$ cat config.mk
export PLATFORM = sky130hd
export DESIGN_NAME = frame_fetch_ctrl
export DESIGN_NICKNAME = d
export VERILOG_FILES = /design/src/rtl/vga_pkg.sv /design/src/rtl/fetch_addr_gen.sv /design/src/rtl/frame_fetch_ctrl.sv
export SDC_FILE = /design/constraint.sdc
export NUM_CORES = 1
export LEC_CHECK = 0
export ABC_CLOCK_PERIOD_IN_PS = 12100
export CORE_MARGIN = 4
export CORE_UTILIZATION = 57
export DETAILED_ROUTE_END_ITERATION = 16
export PLACE_DENSITY = 0.88
export SYNTH_ARGS = -nofsm -noshare
export SYNTH_HDL_FRONTEND = slang
export SYNTH_HIERARCHICAL = 1
export SYNTH_SLANG_ARGS = --single-unit
$ cat constraint.sdc
create_clock -name clk -period 12.1 [get_ports clk]
set_input_delay 1.21 -clock clk [delete_from_list [all_inputs] [get_ports clk]]
set_output_delay 1.21 -clock clk [all_outputs]
set_load 0.01 [all_outputs]
$ cat src/rtl/vga_pkg.sv
// Shared VGA pipeline definitions: frame-fetch FSM state encoding and the
// bytes-per-word helper used to convert between byte addresses and words.
package vga_pkg;

  // Frame-fetch FSM states (2-bit encoding kept for legacy compatibility)
  localparam logic [1:0] ST_IDLE = 2'd0;
  localparam logic [1:0] ST_REQ  = 2'd1;
  localparam logic [1:0] ST_DATA = 2'd2;
  localparam logic [1:0] ST_WAIT = 2'd3;

  // Bytes per read-data word
  function automatic int unsigned bpw(input int unsigned data_width);
    return data_width / 8;
  endfunction

endpackage

$ cat src/rtl/fetch_addr_gen.sv
// Burst address generator for the frame fetcher.
// Given the current burst start address and the frame end address it returns
// the burst length (words minus one), the address after the burst and whether
// that address wraps the frame. Also qualifies a base/top pair as a usable frame.
// Ports:
//   cur_addr   in   burst start byte address
//   frame_top  in   frame end byte address (exclusive)
//   cfg_base   in   candidate frame base from configuration
//   cfg_top    in   candidate frame top from configuration
//   len_m1     out  burst words minus one
//   next_addr  out  byte address following the burst
//   wrap       out  burst reaches the end of the frame
//   cfg_ok     out  cfg_top exceeds cfg_base by at least one word
module fetch_addr_gen
  import vga_pkg::*;
#(
  parameter int unsigned ADDR_WIDTH = 32,
  parameter int unsigned DATA_WIDTH = 32,
  parameter int unsigned BURST_LEN  = 16
) (
  input  logic [ADDR_WIDTH-1:0] cur_addr,
  input  logic [ADDR_WIDTH-1:0] frame_top,
  input  logic [ADDR_WIDTH-1:0] cfg_base,
  input  logic [ADDR_WIDTH-1:0] cfg_top,
  output logic [7:0]            len_m1,
  output logic [ADDR_WIDTH-1:0] next_addr,
  output logic                  wrap,
  output logic                  cfg_ok
);

  localparam int unsigned BPW       = bpw(DATA_WIDTH);
  localparam int unsigned BPW_SHIFT = $clog2(BPW);
  localparam int unsigned LEN_W     = $clog2(BURST_LEN) + 1;

  logic [ADDR_WIDTH-1:0] remain_words;
  logic [ADDR_WIDTH-1:0] top_gap;
  logic [ADDR_WIDTH-1:0] cfg_span;
  logic [LEN_W-1:0]      len_words;

  // Length clamp, advance and wrap detection
  always_comb begin
    remain_words = (frame_top - cur_addr) >> BPW_SHIFT;
    if (remain_words >= ADDR_WIDTH'(BURST_LEN)) begin
      len_words = LEN_W'(BURST_LEN);
    end else begin
      len_words = LEN_W'(remain_words);
    end
    len_m1    = 8'(len_words - LEN_W'(1));
    next_addr = cur_addr + (ADDR_WIDTH'(len_words) << BPW_SHIFT);
    // A trailing fragment shorter than one word cannot be fetched, so it wraps too
    top_gap   = frame_top - next_addr;
    wrap      = (next_addr >= frame_top) || (top_gap < ADDR_WIDTH'(BPW));
    cfg_span  = cfg_top - cfg_base;
    cfg_ok    = (cfg_top > cfg_base) && (cfg_span >= ADDR_WIDTH'(BPW));
  end

endmodule

$ cat src/rtl/frame_fetch_ctrl.sv
// Frame-buffer fetch sequencer for the VGA pipeline.
// Walks memory from base to top in bursts of up to BURST_LEN words, filling a
// two-half ping-pong line buffer; the display side releases halves as it drains.
// Optional feature: define FETCH_UNDERRUN_CNT_EN to add underrun_cnt_o, a
// saturating count of consumer starts on an empty half.
// Ports:
//   clk, reset              clock, synchronous active-high reset
//   self_test_i             fetch disabled while high
//   base_addr_i/top_addr_i  frame byte range [base, top)
//   mem_req_o/addr/len      burst request, held until mem_ack_i
//   mem_ack_i               request accepted
//   mem_rvalid/rdata/rlast/rerr_i  read beat stream
//   buf_we/sel/waddr/wdata_o       buffer write port (aligned with the beat)
//   buf_full_o              half[i] holds valid data
//   buf_release_i           consumer done with half[i]
//   rd_start_i/rd_sel_i     consumer begins reading a half
//   frame_done_o            pulse when the last burst of a frame completes
//   fetch_err_o             sticky beat error for the current frame
//   underrun_cnt_o          (FETCH_UNDERRUN_CNT_EN only) underrun count
module frame_fetch_ctrl
  import vga_pkg::*;
#(
  parameter int unsigned ADDR_WIDTH = 32,
  parameter int unsigned DATA_WIDTH = 32,
  parameter int unsigned BURST_LEN  = 16
) (
  input  logic                         clk,
  input  logic                         reset,
  input  logic                         self_test_i,
  input  logic [ADDR_WIDTH-1:0]        base_addr_i,
  input  logic [ADDR_WIDTH-1:0]        top_addr_i,
  output logic                         mem_req_o,
  output logic [ADDR_WIDTH-1:0]        mem_addr_o,
  output logic [7:0]                   mem_len_o,
  input  logic                         mem_ack_i,
  input  logic                         mem_rvalid_i,
  input  logic [DATA_WIDTH-1:0]        mem_rdata_i,
  input  logic                         mem_rlast_i,
  input  logic                         mem_rerr_i,
  output logic                         buf_we_o,
  output logic                         buf_sel_o,
  output logic [$clog2(BURST_LEN)-1:0] buf_waddr_o,
  output logic [DATA_WIDTH-1:0]        buf_wdata_o,
  output logic [1:0]                   buf_full_o,
  input  logic [1:0]                   buf_release_i,
  input  logic                         rd_start_i,
  input  logic                         rd_sel_i,
  output logic                         frame_done_o,
  output logic                         fetch_err_o
`ifdef FETCH_UNDERRUN_CNT_EN
  ,
  output logic [15:0]                  underrun_cnt_o
`endif
);

  localparam int unsigned IDX_W = $clog2(BURST_LEN);

  logic [1:0]            state, state_n;
  logic                  req_n;
  logic [ADDR_WIDTH-1:0] addr_n;
  logic [7:0]            len_n;
  logic [ADDR_WIDTH-1:0] cur_addr, cur_addr_n;
  logic [ADDR_WIDTH-1:0] frame_base, frame_base_n;
  logic [ADDR_WIDTH-1:0] frame_top, frame_top_n;
  logic                  wr_half, wr_half_n;
  logic [IDX_W-1:0]      index, index_n;
  logic [1:0]            full_n;
  logic                  done_n;
  logic                  err_n;
  logic                  frame_start, frame_start_n;

  logic [ADDR_WIDTH-1:0] gen_cur, gen_top, gen_next;
  logic [7:0]            gen_len_m1;
  logic                  gen_wrap, cfg_ok;

  // In IDLE the generator sizes the first burst straight from the configuration
  assign gen_cur = (state == ST_IDLE) ? base_addr_i : cur_addr;
  assign gen_top = (state == ST_IDLE) ? top_addr_i  : frame_top;

  fetch_addr_gen #(
    .ADDR_WIDTH (ADDR_WIDTH),
    .DATA_WIDTH (DATA_WIDTH),
    .BURST_LEN  (BURST_LEN)
  ) u_addr_gen (
    .cur_addr  (gen_cur),
    .frame_top (gen_top),
    .cfg_base  (base_addr_i),
    .cfg_top   (top_addr_i),
    .len_m1    (gen_len_m1),
    .next_addr (gen_next),
    .wrap      (gen_wrap),
    .cfg_ok    (cfg_ok)
  );

  // Buffer write port follows the beat in the same cycle
  assign buf_we_o    = !reset && (state == ST_DATA) && mem_rvalid_i;
  assign buf_sel_o   = wr_half;
  assign buf_waddr_o = index;
  assign buf_wdata_o = mem_rdata_i;

  // State and registered outputs
  always_ff @(posedge clk) begin
    if (reset) begin
      state        <= ST_IDLE;
      mem_req_o    <= 1'b0;
      mem_addr_o   <= '0;
      mem_len_o    <= '0;
      cur_addr     <= '0;
      frame_base   <= '0;
      frame_top    <= '0;
      wr_half      <= 1'b0;
      index        <= '0;
      buf_full_o   <= '0;
      frame_done_o <= 1'b0;
      fetch_err_o  <= 1'b0;
      frame_start  <= 1'b0;
    end else begin
      state        <= state_n;
      mem_req_o    <= req_n;
      mem_addr_o   <= addr_n;
      mem_len_o    <= len_n;
      cur_addr     <= cur_addr_n;
      frame_base   <= frame_base_n;
      frame_top    <= frame_top_n;
      wr_half      <= wr_half_n;
      index        <= index_n;
      buf_full_o   <= full_n;
      frame_done_o <= done_n;
      fetch_err_o  <= err_n;
      frame_start  <= frame_start_n;
    end
  end

  // Next-state and output logic
  always_comb begin
    state_n       = state;
    req_n         = mem_req_o;
    addr_n        = mem_addr_o;
    len_n         = mem_len_o;
    cur_addr_n    = cur_addr;
    frame_base_n  = frame_base;
    frame_top_n   = frame_top;
    wr_half_n     = wr_half;
    index_n       = index;
    full_n        = buf_full_o & ~buf_release_i;
    done_n        = 1'b0;
    err_n         = fetch_err_o;
    frame_start_n = frame_start;

    case (state)
      ST_IDLE: begin
        if (!self_test_i && cfg_ok) begin
          state_n       = ST_REQ;
          req_n         = 1'b1;
          addr_n        = base_addr_i;
          len_n         = gen_len_m1;
          cur_addr_n    = base_addr_i;
          frame_base_n  = base_addr_i;
          frame_top_n   = top_addr_i;
          err_n         = 1'b0;
          frame_start_n = 1'b0;
        end
      end

      ST_REQ: begin
        if (mem_ack_i) begin
          state_n = ST_DATA;
          req_n   = 1'b0;
          index_n = '0;
        end
      end

      ST_DATA: begin
        if (mem_rvalid_i) begin
          index_n = index + IDX_W'(1);
          if (mem_rerr_i) begin
            err_n = 1'b1;
          end
          if (mem_rlast_i) begin
            full_n[wr_half] = 1'b1;
            wr_half_n       = ~wr_half;
            index_n         = '0;
            if (gen_wrap) begin
              // New base/top are adopted only here, at the frame boundary
              if (cfg_ok) begin
                cur_addr_n   = base_addr_i;
                frame_base_n = base_addr_i;
                frame_top_n  = top_addr_i;
              end else begin
                cur_addr_n   = frame_base;
              end
              done_n        = 1'b1;
              frame_start_n = 1'b1;
            end else begin
              cur_addr_n = gen_next;
            end
            if (self_test_i) begin
              state_n   = ST_IDLE;
              full_n    = '0;
              wr_half_n = 1'b0;
            end else begin
              state_n = ST_WAIT;
            end
          end
        end
      end

      ST_WAIT: begin
        if (self_test_i) begin
          state_n   = ST_IDLE;
          full_n    = '0;
          wr_half_n = 1'b0;
        end else if (!buf_full_o[wr_half]) begin
          state_n = ST_REQ;
          req_n   = 1'b1;
          addr_n  = cur_addr;
          len_n   = gen_len_m1;
          if (frame_start) begin
            err_n         = 1'b0;
            frame_start_n = 1'b0;
          end
        end
      end

      default: begin
        state_n = ST_IDLE;
      end
    endcase
  end

`ifdef FETCH_UNDERRUN_CNT_EN
  // Saturating count of reads started on a half that is not yet filled
  always_ff @(posedge clk) begin
    if (reset) begin
      underrun_cnt_o <= '0;
    end else if (rd_start_i && !buf_full_o[rd_sel_i] && (underrun_cnt_o != 16'hFFFF)) begin
      underrun_cnt_o <= underrun_cnt_o + 16'd1;
    end
  end
`else
  logic unused_rd;
  assign unused_rd = rd_start_i | rd_sel_i;
`endif

endmodule
Word level (Yosys, flattened, before mapping). Cells that the tools add are included.

Memories: 0. Logic and storage cells: 145. Output and inout bits: 83. Memory bits (writable): 0. ROM bits: 0. Bits in registers: 149. Bits in latches: 0.

Reduce and logical (&&, ||, !) cells: 26. Order comparisons: 7. Mux-type cells: 71. Shift-type cells: 0. $mul: 0. Add/subtract/negate cells: 6. Eq/ne operators: 15. Div/mod/pow operators: 0. Bitwise operators: 7.

Operator list (number): $mux 32 (17); $pmux 32 s2 (4); $sub 32x32->32 (3); $add 32x7->32 (1); $ge 32x3->1 const B (1); $ge 32x32->1 (1); $gt 32x32->1 (1); $lt 32x3->1 const B (1); $ge 30x5->1 const B (1); $mux 8 (3); $mux 1 (23); $mux 2 (11); $ne 2x2->1 const B (10); $pmux 8 s2 (1); $reduce_and 5->1 (3); $reduce_and 7->1 (2); $mux 4 (3); $reduce_and 4->1 (3); $pmux 1 s3 (3); $pmux 2 s4 (1); $pmux 4 s2 (1); $reduce_bool 2->1 (4); $reduce_and 6->1 (1); $reduce_bool 3->1 (2); 22 further kinds (31).

Depth between registers and ports, before layout. Gate-level depths: netlist of the first run.

Depth in word-level cells: 13. Mapped depth: 54. Gate-level depth less buffers: 48.

Cells and area by module. Netlist of the first run, hierarchy kept.

Modules (own cells, without submodules): frame_fetch_ctrl (area each 7505.9 µm², seq. area each 2982.9 µm², cells an instance 842, times used 1); fetch_addr_gen (area each 6692.7 µm², seq. area each 0.0 µm², cells an instance 1025, times used 1).

Worst setup path before layout of the first run. OpenSTA, ideal clock, no wires.

Path kind: register to register. From: reg state[1]. To: reg frame_top[19]. Stages on the path, launching flop included: 52. Arrival: 10.299 ns. Setup time: 0.070 ns. Slack: 1.731 ns. Buffers on the path: 7. Path through: dfxtp_1 > inv_1 > ha_1 > clkbuf_1 > clkbuf_1 > mux2_2 > inv_1 > ha_1 > buf_2 > a21oi_1 > o21ai_0 > nor4b_1 > a21oi_1 > nor2_1 > xor2_1 > nand4_1 > nor4_2 > nand3_1 > [16 not listed] > o21a_1 > o21ai_0 > nand2b_1 > a21oi_1 > o21ai_0 > or4_1 > a2111oi_0 > o211ai_1 > a2111oi_2 > nand4_1 > o21bai_1 > a21bo_2 > clkbuf_1 > o2111a_1 > buf_2 > buf_2 > nand2_1 > a21oi_1.

Word-level cells in the longest chain between the ends: 11. Elaborated cells between the ends (all ways): 20. Those cells by class: 3 x add/sub; 3 x order compare; 6 x eq/ne; 4 x mux; 4 x reduce/logical.

Ends and longest elaborated chain: start, declared (line frame_fetch_ctrl.sv:58) `logic [1:0] state, state_n;`; start signal, assigned (line frame_fetch_ctrl.sv:118) `state <= state_n;`; $logic_not 2->1 (*) (line frame_fetch_ctrl.sv:77) `assign gen_cur = (state == ST_IDLE) ? base_addr_i : cur_addr;`; $mux 32 (*) (line frame_fetch_ctrl.sv:77); via gen_cur[13] (line frame_fetch_ctrl.sv:72) `logic [ADDR_WIDTH-1:0] gen_cur, gen_top, gen_next;`; $sub 32x32->32 (line fetch_addr_gen.sv:42) `remain_words = (frame_top - cur_addr) >> BPW_SHIFT;`; $ge 30x5->1 (line fetch_addr_gen.sv:43) `if (remain_words >= ADDR_WIDTH'(BURST_LEN)) begin`; $mux 5 (line fetch_addr_gen.sv:43); $add 32x7->32 (*) (line fetch_addr_gen.sv:49) `next_addr = cur_addr + (ADDR_WIDTH'(len_words) << BPW_SHIFT);`; via gen_next[23] (line frame_fetch_ctrl.sv:72); $sub 32x32->32 (line fetch_addr_gen.sv:51) `top_gap = frame_top - next_addr;`; $lt 32x3->1 (line fetch_addr_gen.sv:52) `wrap = (next_addr >= frame_top) || (top_gap < ADDR_WIDTH'(BPW));`; $logic_or 1x1->1 (*) (line fetch_addr_gen.sv:52); via gen_wrap (line frame_fetch_ctrl.sv:74) `logic gen_wrap, cfg_ok;`; $ne 2x2->1 (no source line) (*); $reduce_and 6->1 (no source line) (*); end signal, assigned (line frame_fetch_ctrl.sv:124) `frame_top <= frame_top_n;`; end, declared (line frame_fetch_ctrl.sv:64) `logic [ADDR_WIDTH-1:0] frame_top, frame_top_n;`.

The timed path passes the listed nets; every way through them passes the cells marked *. A chain may end at the register's enable or synchronous reset.

Final worst setup path of the first run.
From: in base_addr_i[14]. To: reg frame_top[6].

Word-level cells in the longest chain between the ends: 10. Elaborated cells between the ends (all ways): 18. Those cells by class: 4 x add/sub; 5 x order compare; 3 x eq/ne; 2 x mux; 4 x reduce/logical.

Ends and longest elaborated chain: start, declared (line frame_fetch_ctrl.sv:30) `input logic [ADDR_WIDTH-1:0] base_addr_i,`; $mux 32 (*) (line frame_fetch_ctrl.sv:77); via gen_cur[14] (line frame_fetch_ctrl.sv:72); $sub 32x32->32 (line fetch_addr_gen.sv:42); $ge 30x5->1 (line fetch_addr_gen.sv:43); $mux 5 (line fetch_addr_gen.sv:43); $add 32x7->32 (*) (line fetch_addr_gen.sv:49); via gen_next[23] (line frame_fetch_ctrl.sv:72); $sub 32x32->32 (line fetch_addr_gen.sv:51); $lt 32x3->1 (line fetch_addr_gen.sv:52); $logic_or 1x1->1 (*) (line fetch_addr_gen.sv:52); via gen_wrap (line frame_fetch_ctrl.sv:74); $ne 2x2->1 (no source line) (*); $reduce_and 6->1 (no source line) (*).

Marks and branches as above.

==> run metrics, run 1 <==
outcome=finished clean; detailed-route wire length per cell=20.7 um; peak supply drop=208 uV; end-of-flow core utilization=69.0%; critical path launch point=base_addr_i[14]; critical path's slowest cell=sky130_fd_sc_hd__clkdlybuf4s50_1; Critical R2R Launch=state[1]$_SDFFE_PP0P_; Core Box Area=0.0244 sq mm; insertion delay to the later sink of the worst-skew pair=0.44 ns; vias in the first global route=14400; total detailed-routing wirelength=48500 um; count of synthesis-stage warnings from yosys=6; final number of setup-violating endpoints=0; Total Neg Setup Slack=0 ns; part of the Yosys area used for sequential elements=21.0%; count of buffers from port buffering=123; flop and latch count out of synthesis=149; die height=166 um; H-Tree Depth=4; maximum clock insertion buffer count=2; most repeated library cell on the critical path=sky130_fd_sc_hd__buf_4; estimated wirelength of the detail-placed design=36500 um; Async SR Flop Fraction=0%; delay contributed by the slowest stage of the critical path=0.54 ns; # nets final=2208; Ant. Diodes=0; cts-stage hold buffer count=0; clock tree from TritonCTS=yes; 1st-pass router iterations=9; CTS buffer count=17; synth unique cells=94; worst-case setup margin in the final layout=0.607 ns; net count of the mapped netlist=2075; number of remaining DRC errors=0; crit path launch type=input port; Hold Fails Final Rpt=0; total I/O pin count=190; weighted congestion at the end of routability-driven global placement=0.983; Clock Skew=0.0171 ns; overall overflow remaining after global route=0; CP arrival=11.84 ns; leakage power=6.92 nW; worst slew pin tran=1.30 ns; prevailing post-synth register cell=sky130_fd_sc_hd__dfxtp_1; worst min-delay path class=flip-flop to flip-flop; number of instances in the placed design=2304; Final Power=4.63 mW; Max-cap violations=0; worst setup slack before clock tree synthesis=0.182 ns; all-layer global routing usage=33.2%; violation count after the first detailed-route iteration=1778; Die Area=0.0275 sq mm; Pwr per Cell Area=275 mW/mm^2; Layout area overhead=18.5%; Period minus WS final=11.49 ns; average size of a mapped cell=7.61 sq um; critical path fanouts, max=42; ratio of cells with drive above 1 in the final layout=15.3%; critical path class=input port to flip-flop; global-route wire length before repair=75800 um; clock tree sinks=149; Setup crit end kind=flip-flop; post-synthesis instance total=1867; site row count=57; Relative slew margins=13.2%; number of antenna violations at the first check in global routing=0; number of max-slew violations in the final report=0; Fmax achieved=0.0870 GHz; number of synthesized flops with an enable pin=0; effective utilization at floorplan=58.2%; Avg Vias per Cell=6.44; start point of the worst hold path=frame_top[16]$_SDFFE_PP0P_; horizontal extent of the die=166 um; share of the cycle needed by the critical path after routing=95.0%; fill cell total of the finished layout=1999; Post-Layout Cell Count=2337; Routed Antenna Nets=0; largest net degree at the start of global routing=77; Root Buffer=sky130_fd_sc_hd__clkbuf_16; required arrival time at the worst endpoint=12.44 ns; netlist area before placement=0.0142 sq mm; Via Count=15000; clock-pin slew of the registers on the worst-case setup and hold paths=0.07 ns
==> worst paths after layout <==
path | endpoint | cells after the start | slack (ns)
worst min register to register | frame_top[16]$_SDFFE_PP0P_ | 2 | 0.45
worst max register to register | frame_top[6]$_SDFFE_PP0P_ | 52 | 0.72
worst max-delay path | frame_top[6]$_SDFFE_PP0P_ | 50 | 0.61
worst min-delay path | frame_top[16]$_SDFFE_PP0P_ | 2 | 0.45
==> critical path: cells and delay by family <==
kind | cells | cell delay (ns)
compound gates | 16 | 3.38
fa+ha+maj | 3 | 0.90
mux | 2 | 0.56
simple gates | 18 | 3.74
buf+inv | 10 | 1.80
xor+xnor | 1 | 0.21
==> report_power, final <==
group          internal, mW  leakage, nW  switching (mW)
combinational          1.37         5.40            1.93
clock                 0.322        0.295           0.235
sequential            0.668         1.22           0.108
total                  2.36         6.92            2.27
==> sequential cells by signal (all words and copies together) (netlist names) <==
| signal | flops |
|---|---|
| mem_addr_o | 32 |
| mem_req_o | 1 |
| fetch_err_o | 1 |
| frame_start | 1 |
| buf_sel_o | 1 |
| cur_addr | 32 |
| state | 2 |
| buf_full_o | 2 |
| frame_done_o | 1 |
| frame_top | 32 |
| mem_len_o | 8 |
| frame_base | 32 |
| buf_waddr_o | 4 |
==> layer usage <==
| layer | routed length [um] | track usage, % |
|---|---|---|
| met1 | 19400 | 42.8 |
| met2 | 22200 | 54.5 |
| met3 | 4210 | 5.17 |
| met4 | 2670 | 15.6 |
| met5 | 0 | 0 |
==> cell usage after synthesis (all sizes together) (13+ instances only) <==
| master | number | share of area (%) |
|---|---|---|
| o21a | 25 | 1.3 |
| clkbuf | 60 | 1.6 |
| nor2 | 166 | 4.4 |
| a21oi | 154 | 5.5 |
| xor2 | 14 | 0.86 |
| o211ai | 14 | 0.81 |
| nand3 | 39 | 1.4 |
| mux2i | 53 | 3.7 |
| a221oi | 33 | 2.0 |
| nand2b | 21 | 0.93 |
| ha | 100 | 8.8 |
| a211oi | 47 | 3.7 |
| inv | 151 | 4.0 |
| o21ai | 63 | 2.3 |
| mux2 | 68 | 5.4 |
| a22o | 32 | 2.0 |
| nand4 | 29 | 1.3 |
| a31oi | 14 | 0.62 |
| nor4 | 16 | 0.84 |
| xnor2 | 39 | 2.4 |
| nand2 | 204 | 5.4 |
| buf | 67 | 3.3 |
| a21o | 30 | 1.6 |
| a2111oi | 16 | 1.2 |
| dfxtp | 149 | 21 |
| nor3 | 68 | 2.4 |
| and2 | 13 | 0.59 |
| nor2b | 16 | 0.70 |
==> cells in the final DEF (no fill, tap or decap), drive strengths merged, types with 19 or more instances in the layout <==
| master | count |
|---|---|
| mux2i | 53 |
| nand2b | 21 |
| nand4 | 29 |
| clkdlybuf4s50 | 122 |
| ha | 100 |
| o21a | 25 |
| a21o | 30 |
| o21ai | 63 |
| xnor2 | 39 |
| nand3 | 39 |
| nand2 | 204 |
| a211oi | 47 |
| dfxtp | 149 |
| nor2 | 166 |
| clkbuf | 19 |
| a22o | 32 |
| a221oi | 33 |
| mux2 | 68 |
| a21oi | 154 |
| nor3 | 68 |
| buf | 119 |
| inv | 158 |
==> kinds of logic after synthesis <==
group	share of synthesized area (%)
xor+xnor	3.59
mux	9.16
buf+inv	8.88
fa+ha+maj	9.24
simple gates	21.6
flops	21.0
compound gates	26.5
==> metrics by stage <==
stage / instance area [sq um] / hold slack, ns
after floorplan: 14200 / 0.434
after global placement: 16100 / 0.439
after detailed placement: 16100 / 0.447
after CTS: 16700 / 0.456
after global routing: 16800 / 0.469
final: 16800 / 0.453
==> final cells by class <==
class | count | area [sq um] | area share [%]
flip-flops and latches | 149 | 2980 | 17.7
repair buffers | 241 | 2200 | 13.1
clock buffers | 19 | 453 | 2.69
multi-input cells | 1440 | 10100 | 59.8
inverters | 151 | 567 | 3.37
well taps | 324 | 405 | 2.41
clock inverters | 13 | 159 | 0.944
==> what timing repair did <==
action	CTS	global route
endpoints found under the setup margin	0	97
resized for setup	0	20
buffers inserted	0	1
Note: power is estimated with default switching activity, not from simulation.
==> run 2, diff against run 1 <==
--- a/config.mk
+++ b/config.mk
@@ -6,7 +6,7 @@
 export NUM_CORES = 1
 export LEC_CHECK = 0
 export ABC_CLOCK_PERIOD_IN_PS = 12100
-export CORE_MARGIN = 4
+export CORE_MARGIN = 1
 export CORE_UTILIZATION = 57
 export DETAILED_ROUTE_END_ITERATION = 16
 export PLACE_DENSITY = 0.88
==> run 2 against run 1 <==
First-iteration DRC count is the same; maximum frequency shrank 1.6%; via count grew 2.1%; critical path depth shrank 1; sequential share of layout area shrank 0.57 points; clock power grew 1%; clock skew shrank 0.0018 ns; highest routed layer unchanged; combinational power grew 6%; register-to-register slack lost 0.24 ns; setup slack lost 0.19 ns; wire length grew 1.4%; global-route usage grew 3.5 points.
==> run metrics, run 2 (synthesis results as in run 1) <==
outcome=finished clean; depth of the worst register-to-register path=52; peak supply drop=200 uV; site row count=57; relative contribution of the clock network to total power=11.7%; all-layer global routing usage=36.7%; total I/O pin count=190; H-Tree Depth=4; die height=160 um; critical path's slowest cell=sky130_fd_sc_hd__clkdlybuf4s50_1; critical path class=input port to flip-flop; horizontal extent of the die=160 um; share of the cycle needed by the critical path after routing=96.5%; maximum clock insertion buffer count=2; destination of the worst hold path=frame_top[28]$_SDFFE_PP0P_; Final Power=4.83 mW; vias in the first global route=14200; worst slew pin tran=1.33 ns; start point of the worst hold path=frame_top[28]$_SDFFE_PP0P_; Period minus WS final=11.68 ns; sequential cell fraction of total power=16.1%; Core Box Area=0.0244 sq mm; clock-pin slew of the registers on the worst-case setup and hold paths=0.06 ns; estimated wirelength of the detail-placed design=36300 um; CP arrival=12.03 ns; crit path launch type=input port; required arrival time at the worst endpoint=12.44 ns; Critical R2R Launch=state[0]$_SDFFE_PP0P_; power spent charging and discharging nets=2.35 mW; global-route wire length before repair=74900 um; Avg Vias per Cell=6.43; combinational share of power=72.2%; Routed Antenna Nets=0; final number of setup-violating endpoints=0; critical path fanouts, max=22; # nets final=2258; cts-stage hold buffer count=0; weighted congestion at the end of routability-driven global placement=1.02; Setup crit end kind=flip-flop; cell depth of the worst hold path=2; Via Count=15400; Relative slew margins=11.4%; delay contributed by the slowest stage of the critical path=0.54 ns; most repeated library cell on the critical path=sky130_fd_sc_hd__nor2_1; violation count after the first detailed-route iteration=1778; switching power share of the total=48.5%; Internal Power=2.49 mW; number of max-slew violations in the final report=0; Fmax achieved=0.0856 GHz; worst-case setup margin in the final layout=0.420 ns; internal reg-to-reg setup slack=0.48 ns; detailed-route wire length per cell=20.6 um; Clock Skew=0.0153 ns; Pwr per Cell Area=278 mW/mm^2; ratio of cells with drive above 1 in the final layout=18.2%; 1st-pass router iterations=6; Root Buffer=sky130_fd_sc_hd__clkbuf_16; insertion delay to the later sink of the worst-skew pair=0.44 ns; Hold Fails Final Rpt=0; number of antenna violations at the first check in global routing=1; post-detailed-placement cell area=0.0164 sq mm; Post-Layout Cell Count=2388; end-of-flow core utilization=71.3%; final non-filler cell area=0.0174 sq mm; most common cell after layout, fill and taps aside=sky130_fd_sc_hd__nand2_1; leakage power=7.24 nW; Total Neg Setup Slack=0 ns; Die Area=0.0255 sq mm; CTS buffer count=17; overall overflow remaining after global route=0; Layout area overhead=22.5%; terminus of the critical flop-to-flop path=frame_base[15]$_SDFFE_PP0P_; Max-cap violations=0; worst setup slack before clock tree synthesis=-0.253 ns; hold_ws=0.454 ns; clock tree sinks=149; worst min-delay path class=flip-flop to flip-flop; clock tree from TritonCTS=yes; total detailed-routing wirelength=49200 um; number of instances in the placed design=2341; number of remaining DRC errors=0; count of buffers from port buffering=123; effective utilization at floorplan=58.2%; most used cells in the layout excluding fill and tap cells=204 x sky130_fd_sc_hd__nand2_1, 165 x sky130_fd_sc_hd__nor2_1, 157 x sky130_fd_sc_hd__buf_4; largest net degree at the start of global routing=98
run 2: per-layer routing:
layer	track usage, %	vias to the layer above	wire, um
met5	0	-	0
met4	17.9	0	2460
met3	5.22	181	4760
met2	60.4	921	22300
met1	47.0	7162	19600
li1	-	7100	-
run 2: area by class of cell:
class	count	area (sq um)
clock inverters	14	184
inverters	151	567
fillers	1894	7000
multi-input cells	1440	10200
well taps	324	405
clock buffers	18	439
flip-flops and latches	149	2980
diodes	1	2.50
repair buffers	291	2650
run 2: worst max path at each step:
stage                          start                     endpoint  slack, ns  cells after the start
2_1_floorplan  state[1]$_SDFFE_PP0P_   frame_top[19]$_SDFFE_PP0P_       1.73                     51
3_3_place_gp          top_addr_i[15]   frame_base[3]$_SDFFE_PP0P_       0.02                     48
3_5_place_dp          top_addr_i[15]    frame_top[4]$_SDFFE_PP0P_      -0.25                     48
4_1_cts               top_addr_i[15]   frame_top[13]$_SDFFE_PP0P_       0.05                     48
5_1_grt              base_addr_i[25]   frame_top[30]$_SDFFE_PP0P_      -0.13                     55
6_report              top_addr_i[17]  frame_base[15]$_SDFFE_PP0P_       0.42                     49
run 2: timing repair:
| item | in CTS | in global routing |
|---|---|---|
| buffers inserted | 0 | 12 |
| pin swaps | 0 | 13 |
| gates resized for setup | 1 | 51 |
| setup endpoints to repair | 67 | 98 |
| cloned | 0 | 2 |
run 2: power by group through the flow:
stage	registers [mW]	clock network, mW	logic (mW)
finish	0.778	0.565	3.49
global placement	0.769	0	3.14
detailed placement	0.783	0	3.21
floorplan	0.782	0	2.15
CTS	0.775	0.563	3.24
global route	0.799	0.586	3.73
run 2: worst max-delay path, delay by kind of cell:
kind                       cells  cell delay [ns]
AOI/OAI and AO/OA             13             3.38
buffers and inverters          7             1.44
and+or+nand+nor               23             4.03
adders and majority gates      3             0.96
muxes                          2             0.66
xor gates and xnor gates       1             0.33
==> run 3, diff against run 2 <==
--- a/config.mk
+++ b/config.mk
@@ -7,9 +7,11 @@
 export LEC_CHECK = 0
 export ABC_CLOCK_PERIOD_IN_PS = 12100
 export CORE_MARGIN = 1
-export CORE_UTILIZATION = 57
+export CORE_UTILIZATION = 25
+export CTS_BUF_LIST = sky130_fd_sc_hd__clkbuf_8
+export CTS_CLUSTER_DIAMETER = 100
 export DETAILED_ROUTE_END_ITERATION = 16
-export PLACE_DENSITY = 0.88
+export PLACE_DENSITY = 0.49
 export SYNTH_ARGS = -nofsm -noshare
 export SYNTH_HDL_FRONTEND = slang
 export SYNTH_HIERARCHICAL = 1
==> run 3 against run 2 <==
Setup slack improved by 0.39 ns; clock skew increased by 0.0038 ns; design area is 6.9% higher; non-clock buffer count rose by 134; maximum frequency up 3.4%; sequential share of layout area shrank 1.1 points; critical path type unchanged; largest cell class unchanged.
==> run metrics, run 3 (synthesis results as in run 1) <==
Critical R2R Launch=state[1]$_SDFFE_PP0P_; Layout area overhead=30.9%; Hold Fails Final Rpt=0; worst min-delay path class=flip-flop to flip-flop; overall overflow remaining after global route=0; most repeated library cell on the critical path=sky130_fd_sc_hd__buf_4; crit path launch type=input port; fill cell total of the finished layout=5933; peak supply drop=145 uV; sequential cell fraction of total power=15.4%; length of routed met3 wiring=3620 um; Die Area=0.0578 sq mm; Pwr per Cell Area=269 mW/mm^2; number of remaining DRC errors=0; Max-cap violations=0; switching power share of the total=47.2%; most common cell after layout, fill and taps aside=sky130_fd_sc_hd__buf_4; vias in the first global route=14300; top metal layer carrying routed signals=met4; terminus of the critical flop-to-flop path=frame_base[13]$_SDFFE_PP0P_; count of buffers from port buffering=123; worst slew pin tran=1.12 ns; total detailed-routing wirelength=55800 um; power spent charging and discharging nets=2.36 mW; Met2 Wirelength=24200 um; Period minus WS final=11.29 ns; maximum clock insertion buffer count=2; critical path's slowest cell=sky130_fd_sc_hd__or4_1; internal reg-to-reg setup slack=0.91 ns; final non-filler cell area=0.0186 sq mm; violation count after the first detailed-route iteration=1086; Clock Skew=0.0192 ns; outcome=finished clean; estimated wirelength of the detail-placed design=44500 um; global-route wire length before repair=84000 um; combinational share of power=75.2%; all-layer global routing usage=19.2%; CP arrival=11.71 ns; detailed-route wire length per cell=19.0 um; clock tree from TritonCTS=yes; Routed Antenna Nets=0; site row count=86; Relative slew margins=25.5%; final number of setup-violating endpoints=0; leakage power=7.75 nW; Core Box Area=0.0556 sq mm; Root Buffer=sky130_fd_sc_hd__clkbuf_8; cts-stage hold buffer count=0; CTS buffer count=17; # nets final=2392; critical path fanouts, max=25; H-Tree Depth=4; Setup crit end kind=flip-flop; required arrival time at the worst endpoint=12.52 ns; share of the cycle needed by the critical path after routing=93.3%; most used cells in the layout excluding fill and tap cells=294 x sky130_fd_sc_hd__buf_4, 204 x sky130_fd_sc_hd__nand2_1, 164 x sky130_fd_sc_hd__nor2_1; ratio of cells with drive above 1 in the final layout=22.0%; clock-pin slew of the registers on the worst-case setup and hold paths=0.08 ns; number of antenna violations at the first check in global routing=2; largest net degree at the start of global routing=87; relative contribution of the clock network to total power=9.3%; insertion delay to the later sink of the worst-skew pair=0.52 ns; total I/O pin count=190; 1st-pass router iterations=5; effective utilization at floorplan=25.5%; horizontal extent of the die=240 um; hold_ws=0.456 ns; die height=240 um; clock tree sinks=149; delay contributed by the slowest stage of the critical path=0.48 ns; critical path class=input port to flip-flop; Internal Power=2.63 mW; number of max-slew violations in the final report=0; Fmax achieved=0.0885 GHz; Post-Layout Cell Count=2944; weighted congestion at the end of routability-driven global placement=0.942; setup repair after global routing missed its margin=no; Via Count=15100; depth of the worst register-to-register path=54; end point of the critical path=frame_base[13]$_SDFFE_PP0P_; post-detailed-placement cell area=0.0180 sq mm; Ant. Diodes=0; Avg Vias per Cell=5.14; critical path launch point=top_addr_i[5]; routed length on met1=26500 um; number of instances in the placed design=2911
[run 3: cell types whose count changed in the layout (fill, tap and decap cells not counted), sizes merged]
| cell | delta |
|---|---|
| dlymetal6s2s | -4 |
| bufinv | +3 |
| clkinv | -1 |
| clkdlybuf4s50 | +4 |
| clkinvlp | +1 |
| diode | -1 |
| buf | +135 |
| clkbuf | +1 |
| inv | -6 |
[run 3: worst min-delay path by stage]
stage	startpoint	end	depth (start not counted)
after detailed placement	frame_base[4]$_SDFFE_PP0P_	frame_base[4]$_SDFFE_PP0P_	2
final	frame_base[20]$_SDFFE_PP0P_	frame_base[20]$_SDFFE_PP0P_	2
after floorplan	frame_top[0]$_SDFFE_PP0P_	frame_top[0]$_SDFFE_PP0P_	2
after global placement	frame_top[31]$_SDFFE_PP0P_	frame_top[31]$_SDFFE_PP0P_	2
after CTS	frame_base[4]$_SDFFE_PP0P_	frame_base[4]$_SDFFE_PP0P_	2
after global routing	frame_base[18]$_SDFFE_PP0P_	frame_base[18]$_SDFFE_PP0P_	2
[run 3: worst max-delay path: cells and delay by family]
| kind | cells | cell delay (ns) |
|---|---|---|
| AOI/OAI and AO/OA | 20 | 4.10 |
| and+or+nand+nor | 17 | 3.11 |
| buffers and inverters | 9 | 1.67 |
| adders and majority gates | 4 | 1.07 |
| muxes | 1 | 0.34 |
| xor gates and xnor gates | 1 | 0.19 |
[run 3: metrics by stage]
stage / setup slack, ns / total power [mW] / TNS, ns / utilization [%]
finish: 0.806 / 4.99 / 0 / 33.4
global route: 0.0156 / 5.38 / 0 / 33.4
CTS: 0.278 / 4.94 / 0 / 33.2
detailed placement: -0.270 / 4.45 / -20.90 / 32.4
global placement: -0.0840 / 4.42 / -4.71 / 32.4
floorplan: 1.73 / 2.93 / 0 / -
[run 3: cell type report]
class                   count  area (sq um)  share of cell area (%)
inverters                 151           567                    3.05
multi-input cells        1440         10100                    54.1
well taps                 748           936                    5.03
clock inverters            11           183                   0.983
flip-flops and latches    149          2980                    16.0
repair buffers            425          3600                    19.3
clock buffers              20           275                    1.48
[run 3: timing repair]
item,4_1_cts,5_1_grt
setup buffers,0,1
endpoints found under the setup margin,0,98
gates resized for setup,0,17
endpoints found under the hold margin,0,0
[run 3: power by group through the flow]
stage / clock network (mW) / logic, mW / registers, mW
floorplan: 0 / 2.15 / 0.782
global placement: 0 / 3.65 / 0.776
detailed placement: 0 / 3.67 / 0.782
CTS: 0.481 / 3.69 / 0.771
global route: 0.497 / 4.09 / 0.794
finish: 0.466 / 3.76 / 0.770
[run 3: metal layers]
metal	vias up	global-route usage, %
met4	0	6.39
met2	501	29.5
met3	66	3.05
met1	7208	27.0
met5	-	0
li1	7357	-
==> patch 1: new RTL, flow settings as in run 3 <==
`DATA_WIDTH` is set to 32 in 2 places; all go to 64.
--- a/src/rtl/fetch_addr_gen.sv
+++ b/src/rtl/fetch_addr_gen.sv
@@ -17,3 +17,3 @@
   parameter int unsigned ADDR_WIDTH = 32,
-  parameter int unsigned DATA_WIDTH = 32,
+  parameter int unsigned DATA_WIDTH = 64,
   parameter int unsigned BURST_LEN  = 16
--- a/src/rtl/frame_fetch_ctrl.sv
+++ b/src/rtl/frame_fetch_ctrl.sv
@@ -23,3 +23,3 @@
   parameter int unsigned ADDR_WIDTH = 32,
-  parameter int unsigned DATA_WIDTH = 32,
+  parameter int unsigned DATA_WIDTH = 64,
   parameter int unsigned BURST_LEN  = 16
Interface: changed (resized buf_wdata_o and mem_rdata_i); port bits go from 190 to 254. No check against the original RTL was run, so the function may have changed too.
==> patch 1 against run 3 <==
  * Final area is 1.6% lower
  * Synthesized area grew 3.8%
  * Clock power down 4.5%
  * Sequential cell count unchanged
  * Synthesized cell count up 5.7%
  * Clock skew up 0.0035 ns
  * Via count up 0.57%
  * Setup slack worse by 0.24 ns
  * Wire length rose by 4.7%
  * Non-clock buffer count down 74
  * Power grew 1.7%
  * First-iteration DRC count shrank 1.5%
  * Die area grew 3.7%
  * Largest cell class unchanged
==> patch 1: results (changes against run 3) <==
- The flow ran to the end, and the final reports show no timing, DRC or antenna violations.
- The worst slew margin relative to its limit is 17.1% (-8.4 points).
- The portion of total power attributed to combinational logic came to 76.0% (+0.8 points).
- In this run the critical register-to-register path is captured at frame_top[12].
- The first-pass GRT wire length is 88.1 mm (+4.8%).
- The multi-input gate count is 1,508 (+4.7%).
- The post-synthesis cell type count came to 97 (+3.2%).
- The multi-input gate share of total cell area was 56.5% (+2.4 points).
- The internal portion of total power came to 2.55 mW (-3.3%).
- The multiplexer share of the synthesized area came to 8.98% (-0.17 points).
- The clock buffer and inverter area fraction after layout is 2.31% (-0.15 points).
- The number of design-rule violations left by the first detailed-router iteration is 1,070 (-1.5%).
- The biggest fanout along the worst timing path is 40 (+60%).
- The critical-path cell with the highest stage delay is clkdlybuf4s50_1.
- The average cell area after synthesis is 7.47 um2 (-1.8%).
- The HPWL reported at the end of detailed placement came to 46.7 mm (+5.0%).
- The clock group share of total power is 8.8% (-0.5 points).
- The data-path buffer share of cell area in the final layout came to 16.7% (-2.6 points).
- The amount of wire on met2 after detailed routing came to 26.1 mm (+7.9%).
- The non-clock buffer instance count of the final layout was 351 (-17%).
- The achievable frequency was 86.7 MHz (-2.0%).
- The number of cells on the worst reg-to-reg path came to 51 (-5.6%).
- The via count of the first global-routing pass is 14,498 (+1.5%).
- The register clock-pin slew on the reported worst setup and hold paths is 0.11 ns (+0.03 ns).
- The routing usage on met3 was 3.14% (+0.084 points).
- The global-route track usage on met2 is 30.4% (+0.97 points).
- The pre-CTS worst setup slack is -0.0710 ns (+0.199 ns).
- The leakage power total is 7.36 nW (-5.0%).
- The clock buffer count in the final layout came to 18 (-10%).
- The total global routing track utilization is 19.2% (-0.039 points).
- The sequential cell count of the final layout is 149 (unchanged).
- The final weighted congestion in routability-driven placement is 0.959 (+1.7%).
- The maximum resistive drop on vdd is 0.000140 V (-3.5%).
- The worst setup path startpoint is top_addr_i[1].
- The area fraction in compound gates after synthesis came to 26.2% (-0.30 points).
- The setup slack of the worst register-to-register path is 0.61 ns (-0.30 ns).
- The post-synth net total is 2,211 (+6.6%).
- The met3 wire length is 3.29 mm (-9.0%).
- The met1 wire length is 28.0 mm (+5.8%).
- The post-layout instance count excluding filler cells is 2,950 (+0.20%).
patch 1: cell count changes after synthesis, moves of 8 or more:
cell and delta:
a21o_1 -8, buf_4 +33, a21oi_1 +9, clkbuf_1 +19, nand2_1 +33, o21ai_0 +12
nor3_1 +9, nor2_1 +16
patch 1: worst max-delay path: cells and delay by family:
family | cells | cell delay (ns)
simple gates | 14 | 2.91
fa+ha+maj | 4 | 1.01
xor+xnor | 1 | 0.21
compound gates | 21 | 4.67
buf+inv | 8 | 1.63
mux | 1 | 0.28
patch 1: how the worst min path moves through the flow:
stage	startpoint	endpoint	slack (ns)	depth (start not counted)
after CTS	frame_base[4]	frame_base[4]	0.46	2
final	frame_base[20]	frame_base[20]	0.46	2
after global routing	frame_top[17]	frame_top[17]	0.48	2
after floorplan	frame_top[0]	frame_top[0]	0.43	2
after global placement	frame_top[30]	frame_top[30]	0.44	2
after detailed placement	frame_top[11]	frame_top[11]	0.45	2
==> patch 2: new RTL, config.mk and constraints of run 3 <==
Without the edit above. Take the reset off `cur_addr` and load it in a clocked block of its own.
--- a/src/rtl/frame_fetch_ctrl.sv
+++ b/src/rtl/frame_fetch_ctrl.sv
@@ -107,3 +107,2 @@
       mem_len_o    <= '0;
-      cur_addr     <= '0;
       frame_base   <= '0;
@@ -121,3 +120,2 @@
       mem_len_o    <= len_n;
-      cur_addr     <= cur_addr_n;
       frame_base   <= frame_base_n;
@@ -131,2 +129,6 @@
     end
+  end
+
+  always_ff @(posedge clk) begin
+    cur_addr <= cur_addr_n;
   end
Formal check against the unedited RTL: same outputs for any inputs over 4 cycles, from zero or initial values and one cycle with reset high; that may be too few to reach the edited logic, so the function may still have changed.
==> patch 2 against run 3 <==
  * Sequential cell count is the same
  * Power shrank 8.0%
  * Core utilization grew 0.60 points
  * Synthesized area shrank 0.66%
  * Hold slack gained 0.0024 ns
  * Wire length grew 1.7%
  * Clock power shrank 8.2%
  * Final area grew 1.4%
  * Sequential share of layout area grew 1.5 points
  * Register-to-register slack lost 0.31 ns
  * Non-clock buffer count grew 31
  * Setup slack lost 0.24 ns
==> patch 2: results (changes against run 3) <==
- The run finished with clean final reports.
- The path class of the tightest hold or removal check is reg2reg.
- The biggest fanout along the worst timing path is 43 (+72%).
- The fraction of final layout cells with drive strength greater than 1 is 24.6% (+2.5 points).
- The share of power burned in registers is 16.1% (+0.7 points).
- The average cell area after synthesis was 7.74 um2 (+1.8%).
- The most used flip-flop cell after synthesis is dfxtp_1.
- The maximum resistive drop on vdd is 0.000102 V (-30%).
- The final-layout fill cell count is 5,841 (-1.6%).
- The final-report hold violation count is 0 (unchanged).
- The leakage power total is 7.82 nW (+0.92%).
- The first-pass GRT wire length was 85.8 mm (+2.1%).
- The sequential area share after synthesis is 23.4% (+2.4 points).
- The HPWL reported at the end of detailed placement is 45.3 mm (+1.8%).
- The count of inserted antenna diode cells is 0 (unchanged).
- The largest net degree at the start of global routing is 73 (-16%).
- The final setup skew is 0.00930 ns (-0.00990 ns).
- The post-synthesis cell type count is 95 (+1.1%).
- After clock tree synthesis, the clock-pin slew on the worst setup and hold paths is 0.09 ns.
- The number of nets in the layout was 2,388 (-0.17%).
- The source-to-sink clock delay at the later pin of the worst-skew pair is 0.51 ns.
- The combinational cell power is 3.43 mW (-8.8%).
- The total global routing track utilization is 19.6% (+0.44 points).
- The number of design-rule violations left by the first detailed-router iteration is 1,238 (+14%).
- The worst stage delay on the critical path was 0.54 ns (+0.06 ns).
- The number of buffers inserted during clock tree synthesis was 17 (unchanged).
- The switching share of power came to 46.6% (-0.60 points).
- The slew at the pin with the worst max-slew slack is 0.999 ns (-0.119 ns).
- The number of H-tree branching levels is 4 (unchanged).
- The post-layout instance count excluding filler cells is 2,941 (-0.10%).
- The mean routed wirelength per cell was 19.3 um (+1.8%).
- The post-synthesis async set-or-reset flop share came to 0% (unchanged).
- The number of vias per cell is 5.05 (-1.8%).
- The CTS root buffer is clkbuf_8.
- The via count of the first global-routing pass was 14,408 (+0.89%).
- The initial antenna violation count is 1 (-1).
- By count the netlist is led by 206 x nand2_1, 184 x a21oi_1, 165 x nor2_1, 149 x inv_1, 117 x dfxtp_1.
- The number of search-and-repair iterations in the first detailed-routing pass is 6 (+1).
- The post-synth net total is 2,030 (-2.2%).
- The count of synthesis-stage warnings from yosys is 6 (unchanged).
- The number of flops mapped to enable cells by yosys is 32 (+32).
- The power consumed by sequential cells came to 0.738 mW (-4.2%).
- The data arrival at the endpoint of the critical path is 11.89 ns (+0.18 ns).
- On the critical path, the stage with the largest delay is an instance of clkdlybuf4s50_1.
- The number of port buffers is 123 (unchanged).
- The total placed instance area came to 18,200 um2 (+0.98%).
- The maximum buffer depth of the clock tree is 2 (unchanged).
- The final weighted congestion in routability-driven placement is 0.907 (-3.7%).
- In the post-synthesis netlist, the biggest area contributors are dfxtp_1 17%, ha_1 8.9%, edfxtp_1 6.8%.
[patch 2: changes by cell type after synthesis, sizes merged, moves of 14 or more]
cell,change
a221oi,-31
clkbuf,-14
a21oi,+32
edfxtp,+32
a22o,-31
o22ai,+32
nor3,-33
dfxtp,-32
[patch 2: metrics by stage]
| stage | setup WS [ns] | util (%) | TNS [ns] | hold slack (ns) |
|---|---|---|---|---|
| 6_report | 0.563 | 34.0 | 0 | 0.459 |
| 3_3_place_gp | -0.488 | 32.8 | -42.43 | 0.439 |
| 2_1_floorplan | 1.79 | - | 0 | 0.434 |
| 5_1_grt | -0.0188 | 34.0 | -0.0746 | 0.475 |
| 4_1_cts | 0.0854 | 33.6 | 0 | 0.459 |
| 3_5_place_dp | -0.447 | 32.8 | -38.22 | 0.447 |
[patch 2: kinds of logic after synthesis]
family	Yosys count	synth area share, %
AND/OR/NAND/NOR	612	20.7
multiplexers	121	9.21
XOR/XNOR	55	3.61
flip-flops	149	23.4
AO/OA/AOI/OAI	514	25.1
adder cells (fa/ha/maj)	105	9.31
buffers and inverters	266	8.67
[patch 2: area by class of cell]
class | count | area (um2) | share of cell area (%)
clock buffer | 20 | 275 | 1.46
clock inverter | 12 | 141 | 0.750
timing repair buffer | 456 | 3880 | 20.6
sequential | 149 | 3300 | 17.5
tap | 748 | 936 | 4.96
multi-input combinational | 1407 | 9750 | 51.7
inverter | 149 | 559 | 2.97
[patch 2: path summary, 6_finish.rpt]
kind	slack [ns]	end	depth (start not counted)	from
setup reg to reg	0.60	frame_top[24]	53	state[0]
hold reg to reg	0.46	frame_base[7]	2	frame_base[7]
hold / removal	0.46	frame_base[7]	2	frame_base[7]
setup / recovery	0.56	frame_top[24]	48	top_addr_i[14]
[patch 2: worst max-delay path, delay by kind of cell]
kind	cells	cell delay [ns]
adder cells (fa/ha/maj)	3	1.00
AO/OA/AOI/OAI	14	3.39
AND/OR/NAND/NOR	20	3.49
multiplexers	2	0.68
buffers and inverters	8	1.69
XOR/XNOR	1	0.35
[patch 2: metal layers]
| metal | vias to the layer above | part of all wire [%] | wire length (um) | GRT usage [%] |
|---|---|---|---|---|
| li1 | 7253 | - | - | - |
| met1 | 7097 | 48 | 27400 | 27.7 |
| met2 | 440 | 44 | 25200 | 31.2 |
| met3 | 53 | 5.3 | 3020 | 2.58 |
| met4 | 0 | 1.9 | 1100 | 5.03 |
| met5 | - | 0 | 0 | 0 |
[patch 2: what timing repair did]
action / 4_1_cts / 5_1_grt
pin swaps: 0 / 8
endpoints found under the setup margin: 14 / 98
gates cloned: 0 / 1
buffers inserted: 0 / 5
gates resized for setup: 1 / 47
